File: config.mk
export PLATFORM = sky130hd
export DESIGN_NAME = mem_bus_arbiter
export DESIGN_NICKNAME = d
export VERILOG_FILES = /design/src/rtl/mem_bus_arbiter.sv
export SDC_FILE = /design/constraint.sdc
export NUM_CORES = 1
export LEC_CHECK = 0
export ABC_AREA = 0
export BUFFER_PORTS_ARGS = -buffer_cell sky130_fd_sc_hd__buf_2
export CORE_AREA = 2 2 176 178
export DETAILED_ROUTE_END_ITERATION = 6
export DIE_AREA = 0 0 178 180
export SYNTH_ARGS = -nofsm -noshare
export SYNTH_HDL_FRONTEND = slang
export SYNTH_SLANG_ARGS = --single-unit
File: constraint.sdc
create_clock -name clock -period 2.6 [get_ports clock]
set_input_delay 0 -clock clock [delete_from_list [all_inputs] [get_ports clock]]
set_output_delay 0 -clock clock [all_outputs]
set_load 0.05 [all_outputs]
File: src/rtl/mem_bus_arbiter.sv
// Memory-port arbiter between icache and dcache: grants the bus, tracks which
// cache owns each outstanding memory tag, and steers returning data to that owner.
module mem_bus_arbiter #(
  parameter int STARVE_LIMIT = 4,
  parameter int NUM_TAGS     = 16,
  parameter int XLEN         = 32,
  parameter int DATA_W       = 64
) (
  input  logic              clock,
  input  logic              reset,
  input  logic [1:0]        Icache2arb_command,
  input  logic [XLEN-1:0]   Icache2arb_addr,
  input  logic [1:0]        Dcache2arb_command,
  input  logic [XLEN-1:0]   Dcache2arb_addr,
  input  logic [DATA_W-1:0] Dcache2arb_data,
  input  logic [3:0]        mem2proc_response,
  input  logic [DATA_W-1:0] mem2proc_data,
  input  logic [3:0]        mem2proc_tag,
  output logic [1:0]        proc2mem_command,
  output logic [XLEN-1:0]   proc2mem_addr,
  output logic [DATA_W-1:0] proc2mem_data,
  output logic [3:0]        Imem2proc_response,
  output logic [DATA_W-1:0] Imem2proc_data,
  output logic [3:0]        Imem2proc_tag,
  output logic [3:0]        Dmem2proc_response,
  output logic [DATA_W-1:0] Dmem2proc_data,
  output logic [3:0]        Dmem2proc_tag,
  output logic              Dcache_on_bus,
  output logic              tag_conflict
);

  localparam logic [1:0] BUS_NONE   = 2'd0;
  localparam logic [1:0] BUS_LOAD   = 2'd1;
  localparam logic [3:0] STARVE_MAX = 4'(STARVE_LIMIT);

  function automatic logic [3:0] sat_inc(input logic [3:0] v);
    return (v == STARVE_MAX) ? v : v + 4'd1;
  endfunction

  logic [3:0]          starve_cnt;
  logic                conflict_q;
  logic [NUM_TAGS-1:0] tag_vld;
  logic [NUM_TAGS-1:0] tag_own;

  logic icache_req, dcache_req, icache_force;
  logic igrant, dgrant;
  logic ret_hit, alloc;

  assign icache_req   = (Icache2arb_command != BUS_NONE);
  assign dcache_req   = (Dcache2arb_command != BUS_NONE);
  assign icache_force = icache_req && (starve_cnt == STARVE_MAX);
  assign dgrant       = !reset && dcache_req && !icache_force;
  assign igrant       = !reset && icache_req && !dgrant;

  assign ret_hit       = !reset && (mem2proc_tag != 4'd0) && tag_vld[mem2proc_tag];
  assign alloc         = (proc2mem_command == BUS_LOAD) && (mem2proc_response != 4'd0);
  assign Dcache_on_bus = dgrant;
  assign tag_conflict  = conflict_q && !reset;

  always_comb begin
    proc2mem_command   = BUS_NONE;
    proc2mem_addr      = '0;
    proc2mem_data      = '0;
    Imem2proc_response = 4'd0;
    Dmem2proc_response = 4'd0;
    Imem2proc_tag      = 4'd0;
    Imem2proc_data     = '0;
    Dmem2proc_tag      = 4'd0;
    Dmem2proc_data     = '0;
    if (dgrant) begin
      proc2mem_command   = Dcache2arb_command;
      proc2mem_addr      = Dcache2arb_addr;
      proc2mem_data      = Dcache2arb_data;
      Dmem2proc_response = mem2proc_response;
    end else if (igrant) begin
      proc2mem_command   = Icache2arb_command;
      proc2mem_addr      = Icache2arb_addr;
      Imem2proc_response = mem2proc_response;
    end
    // Return data follows the recorded owner, never the current grant
    if (ret_hit) begin
      if (tag_own[mem2proc_tag]) begin
        Dmem2proc_tag  = mem2proc_tag;
        Dmem2proc_data = mem2proc_data;
      end else begin
        Imem2proc_tag  = mem2proc_tag;
        Imem2proc_data = mem2proc_data;
      end
    end
  end

  always_ff @(posedge clock) begin
    if (reset) begin
      starve_cnt <= 4'd0;
      conflict_q <= 1'b0;
      tag_vld    <= '0;
    end else begin
      if (!icache_req || igrant)
        starve_cnt <= 4'd0;
      else if (dgrant)
        starve_cnt <= sat_inc(starve_cnt);
      if (ret_hit)
        tag_vld[mem2proc_tag] <= 1'b0;
      // A same-cycle return of this tag frees it first, so that is not a conflict
      if (alloc) begin
        tag_vld[mem2proc_response] <= 1'b1;
        if (tag_vld[mem2proc_response] && !(ret_hit && (mem2proc_tag == mem2proc_response)))
          conflict_q <= 1'b1;
      end
    end
  end

  always_ff @(posedge clock) begin
    if (alloc)
      tag_own[mem2proc_response] <= dgrant;
  end

endmodule

==> impl_metrics.ini, run 1 <==
[timing]
fmax_mhz = 395.5
setup_viol = 0
clock_skew_ns = 0.01076
min_period_ns = 2.529
tightest_slew_ns = 0.5934
setup_ws_ns = 0.07130
min_period_over_period_pct = 97.26
maxSlewViolCount = 0
tns_ns = 0
max_slew_margin_pct = 60.44
hold_viol_final = 0

[placed_design]
post_dp_cell_area_sq_um = 6451
place_ws_ns = 0.08373
io_buffer_count = 449
place.gp.congestion = 0.9722
dp_hpwl_microns = 22230

[die]
initial_core_util_pct = 12.31
row_count = 64
core_sq_um = 30190
die_h_microns = 180
pin_count = 450
die_area_sq_um = 32040
chipWidth_microns = 178

[synthesis]
synthesis.area_sq_um = 3716
synthDominantCellAreaShare_pct = 22.39
ys_warn_count = 0
synth-main-ff-cell = dfxtp_1
seq_area_frac_synth_pct = 24.24
async_flop_share_pct = 0
synthDistinctLibCells = 45
synth_edf_count = 16
synth_fp_nets = 672
synth.area.top_cells = and2_1 (22%), edfxtp_1 (13%), dfxtp_1 (11%)
syn_inst = 464
ys_seq_elements = 37
synth_top_area_cell = and2_1
avgSynthCellArea_sq_um = 8.009

[global_route]
grt_use_total_pct = 14.82
grt_pass1_vias = 5006
grt-ovfl-total = 0
grt_start_max_net_pins = 115
antenna_found_initial = 5
grt_pass1_wl_microns = 34380

[routing]
wl_per_cell_microns = 19.70
vias = 5220
ant_nets = 0
routed_via_density = 4.065
routed_wl_microns = 25300
drc = 0
drt_pass1_iterations = 4
drt-initial-drc-count = 303

[run]
drv_cap = 0

[clocking]
clock-sinks = 37
clock_path_buffers = 2
clk_pin_slew_ns = 0.06
htree_levels = 2
clkLatencyLatePin_ns = 0.28
cts_tree = done
numCtsBuffers = 5
root_buffer = clkbuf_16
cts_hold_buf = 0

[setup_path]
cp_max_fo = 66
critPathRequiredTime_ns = 2.60
arrival_ns = 2.53
path_class = flop to output port
end_kind = output port
worstSetupStartpointType = flop

[final_layout]
fin_area_sq_um = 6749
diodes = 0
final_nets = 1095
mostFrequentLayoutCell = buf_2
post-route-util_pct = 22.36
nFillCells = 3409
layout_common_cells = buf_2 (405), and2_1 (132), and3_1 (67)
area_growth_pct = 81.62
drive_above_1_share_pct = 55.86

[hold_path]
hp-class = input port to flop

[status]
outcome = complete, no violations

[power]
max-vdd-ir-drop_v = 0.0003501
powerDensity_nw_per_um2 = 369.1
leakagePower_nw = 3.800
-- power breakdown --
group	switching (mW)	internal (mW)
registers	0.00539	0.616
clock network	0.248	0.454
logic	0.831	0.336
total	1.09	1.41
-- through the flow --
step / hold slack (ns) / power (mW) / std cells
after floorplan: 0.2800 / 1.367 / 464
after global placement: 0.3374 / 1.796 / 1274
after detailed placement: 0.3455 / 1.807 / 1274
after CTS: 0.05498 / 2.507 / 1284
after global routing: 0.06379 / 2.586 / 1284
final: 0.05815 / 2.491 / 1284
-- metal layers --
| metal | vias to the layer above | track usage, % | part of all wire, % | wire (microns) |
|---|---|---|---|---|
| li1 | 2479 | - | - | - |
| met1 | 2370 | 15.24 | 36 | 9016 |
| met2 | 330 | 29.32 | 53 | 13480 |
| met3 | 33 | 3.299 | 8.4 | 2113 |
| met4 | 8 | 4.131 | 2.5 | 642 |
| met5 | - | 0 | 0.18 | 46 |
-- final timing paths --
check	from	end	slack, ns	depth (start not counted)
worst max register to register	starve_cnt[0]	tag_own[12]	0.41	8
worst min register to register	starve_cnt[0]	starve_cnt[0]	0.47	1
worst min-delay path	reset	tag_vld[0]	0.06	2
worst max-delay path	tag_own[15]	Imem2proc_data[62]	0.07	6
-- synth_stat cells, drive strengths merged, types with 6 or more instances --
cell type,n
nand2,10
nor3,6
and3,67
nor2,25
nand2b,6
clkbuf,37
a22o,32
inv,7
dfxtp,21
buf,10
o22ai,14
edfxtp,16
and2,133
mux4,11
o21ai,13
-- cells by family (layout without fill, tap and decap cells) --
group | after synthesis | after routing | share of synthesized area [%]
and+or+nand+nor | 274 | 274 | 44.01
muxes | 16 | 16 | 8.081
other | 1 | 1 | 0.1009
AOI/OAI and AO/OA | 74 | 74 | 14.88
adders and majority gates | 2 | 2 | 0.6733
buffers and inverters | 54 | 478 | 6.599
xor gates and xnor gates | 6 | 6 | 1.414
DFF | 37 | 37 | 24.24
-- registers in the layout, indices dropped and copies added, names as in the netlist --
name        count
conflict_q      1
starve_cnt      4
tag_own        16
tag_vld        16
-- critical path, stage by stage (launching register included) --
cell and delay (ns):
edfxtp_1 0.38, mux4_2 0.48, mux4_2 0.56, nor2b_4 0.16
buf_12 0.23, and2_1 0.15, buf_2 0.25
-- layout make-up --
type | count | area, sq um | area share (%)
clock inverter | 3 | 46.29 | 0.6859
tap | 396 | 495.5 | 7.341
inverter | 7 | 26.28 | 0.3893
multi-input combinational | 373 | 2618 | 38.78
timing repair buffer | 463 | 2537 | 37.60
sequential | 37 | 900.9 | 13.35
clock buffer | 5 | 125.1 | 1.854
-- timing repair --
item | 4_1_cts | 5_1_grt
setup buffers | 2 | 0
endpoints found under the setup margin | 81 | 40
endpoints found under the hold margin | 0 | 0
resized for setup | 2 | 40
pin swaps | 1 | 0
(Power assumes the default switching activity.)
==> run 2: changes to the inputs <==
- SETUP_SLACK_MARGIN: default -> 0.1
==> run 2 against run 1 <==
Net effect: clock power hardly changed; clock-buffer cell count did not move; via count up 1.6%; cell area rose by 6.7%; critical path type unchanged; highest routed layer unchanged.
==> impl_metrics.ini, run 2 (synthesized netlist as in run 1, its figures left out) <==
[routing]
wl_met3_microns = 2106
drc = 0
drt-initial-drc-count = 240
wl_met1_microns = 9420
ant_nets = 0
wl_per_cell_microns = 20.56
drt_pass1_iterations = 5
wl_met2_microns = 14260
highest_layer = met5
routed_via_density = 4.109
routed_wl_microns = 26530
vias = 5301

[final_layout]
reg_top3 = tag_own x16, tag_vld x16, starve_cnt x4
drive_above_1_share_pct = 59.24
post-route-util_pct = 23.84
area_growth_pct = 93.70
mostFrequentLayoutCell = buf_2
nFillCells = 3342
final_nets = 1100
layout_common_cells = buf_2 (381), and2_1 (104), and3_1 (67)
fin_area_sq_um = 7198
fin_cells = 1290

[timing]
min_period_over_period_pct = 96.62
max_slew_margin_pct = 61.43
tns_ns = 0
setup_viol = 0
fmax_mhz = 398.1
rsz0062_at_grt = yes
min_period_ns = 2.512
clock_skew_ns = 0.009838
maxSlewViolCount = 0
tightest_slew_ns = 0.5786
hold_viol_final = 0
whs_ns = 0.06439

[die]
die_area_sq_um = 32040
initial_core_util_pct = 12.31
chipWidth_microns = 178
core_sq_um = 30190
row_count = 64
die_h_microns = 180
pin_count = 450

[setup_path]
r2r-end = tag_own[12]
critPathRequiredTime_ns = 2.60
arrival_ns = 2.51
path_class = flop to output port
crit_path_end = Imem2proc_data[48]
worstPathCellList = mux4_2, mux4_2, nor2b_4, buf_12, buf_8, and2_1, buf_6
worstSetupStartpointType = flop
critPathMaxStageDelay_ns = 0.56
reg2reg_setup_slack_ns = 0.41
end_kind = output port
r2r_start = starve_cnt[0]
cp_max_fo = 8
cp_common_cell = mux4_2
cp_slowest_cell = mux4_2
crit_start = tag_own[15]
r2r_cells = 8

[global_route]
grt_use_total_pct = 15.17
grt_pass1_wl_microns = 35200
grt-ovfl-total = 0
grt_pass1_vias = 5136
grt_start_max_net_pins = 115
antenna_found_initial = 6

[placed_design]
place_inst = 1274
post_dp_cell_area_sq_um = 6451
io_buffer_count = 449
place.gp.congestion = 0.9722
dp_hpwl_microns = 22230

[clocking]
cts_hold_buf = 0
root_buffer = clkbuf_16
clock_path_buffers = 2
clkLatencyLatePin_ns = 0.28
clock-sinks = 37
clk_pin_slew_ns = 0.06
cts_tree = done
htree_levels = 2
numCtsBuffers = 5

[power]
powerDensity_nw_per_um2 = 351.3
leakagePower_nw = 3.953
max-vdd-ir-drop_v = 0.0003481

[run]
drv_cap = 0

[hold_path]
hp-class = input port to flop

[status]
outcome = complete, no violations
==> run 2: how the worst min path moves through the flow <==
stage / cells past startpoint / slack [ns] / to / from
floorplan: 2 / 0.28 / Imem2proc_tag[3] / mem2proc_tag[3]
global placement: 2 / 0.34 / tag_vld[0] / reset
detailed placement: 2 / 0.35 / tag_vld[0] / reset
CTS: 2 / 0.05 / tag_vld[0] / reset
global route: 2 / 0.06 / tag_vld[0] / reset
finish: 2 / 0.06 / tag_vld[0] / reset
==> run 2: per-stage QoR <==
step	setup WS, ns	total power [mW]
2_1_floorplan	0.09087	1.367
3_3_place_gp	0.1516	1.796
3_5_place_dp	0.08373	1.807
4_1_cts	0.06351	2.531
5_1_grt	0.03770	2.625
6_report	0.08784	2.528
==> run 2: cell type report <==
class | count | area, sq um | share of cell area (%)
clock buffer | 5 | 125.1 | 1.738
sequential | 37 | 900.9 | 12.52
clock inverter | 3 | 46.29 | 0.6431
tap | 396 | 495.5 | 6.883
timing repair buffer | 468 | 2917 | 40.52
multi-input combinational | 373 | 2685 | 37.30
antenna | 1 | 2.502 | 0.03476
inverter | 7 | 26.28 | 0.3650
==> run 2: critical path: cells and delay by family, from the launching register on <==
family | cells | cell delay, ns
flip-flops | 1 | 0.38
multiplexers | 2 | 1.04
AND/OR/NAND/NOR | 2 | 0.35
buffers and inverters | 3 | 0.46
==> run 2: metal layers <==
metal | GRT usage (%) | up-vias
met1 | 15.55 | 2433
li1 | - | 2494
met4 | 4.459 | 8
met5 | 0 | -
met2 | 30.03 | 331
met3 | 3.278 | 35
==> run 2: what timing repair did <==
| action | in CTS | in global routing |
|---|---|---|
| endpoints found under the setup margin | 120 | 117 |
| buffers inserted | 3 | 0 |
| resized for setup | 101 | 50 |
| pin swaps | 1 | 16 |
| gates cloned | 1 | 3 |
==> run 2: power breakdown <==
group          internal, mW  total (mW)  switching, mW
sequential            0.616       0.621        0.00547
combinational         0.363        1.21          0.844
clock                 0.454       0.700          0.246
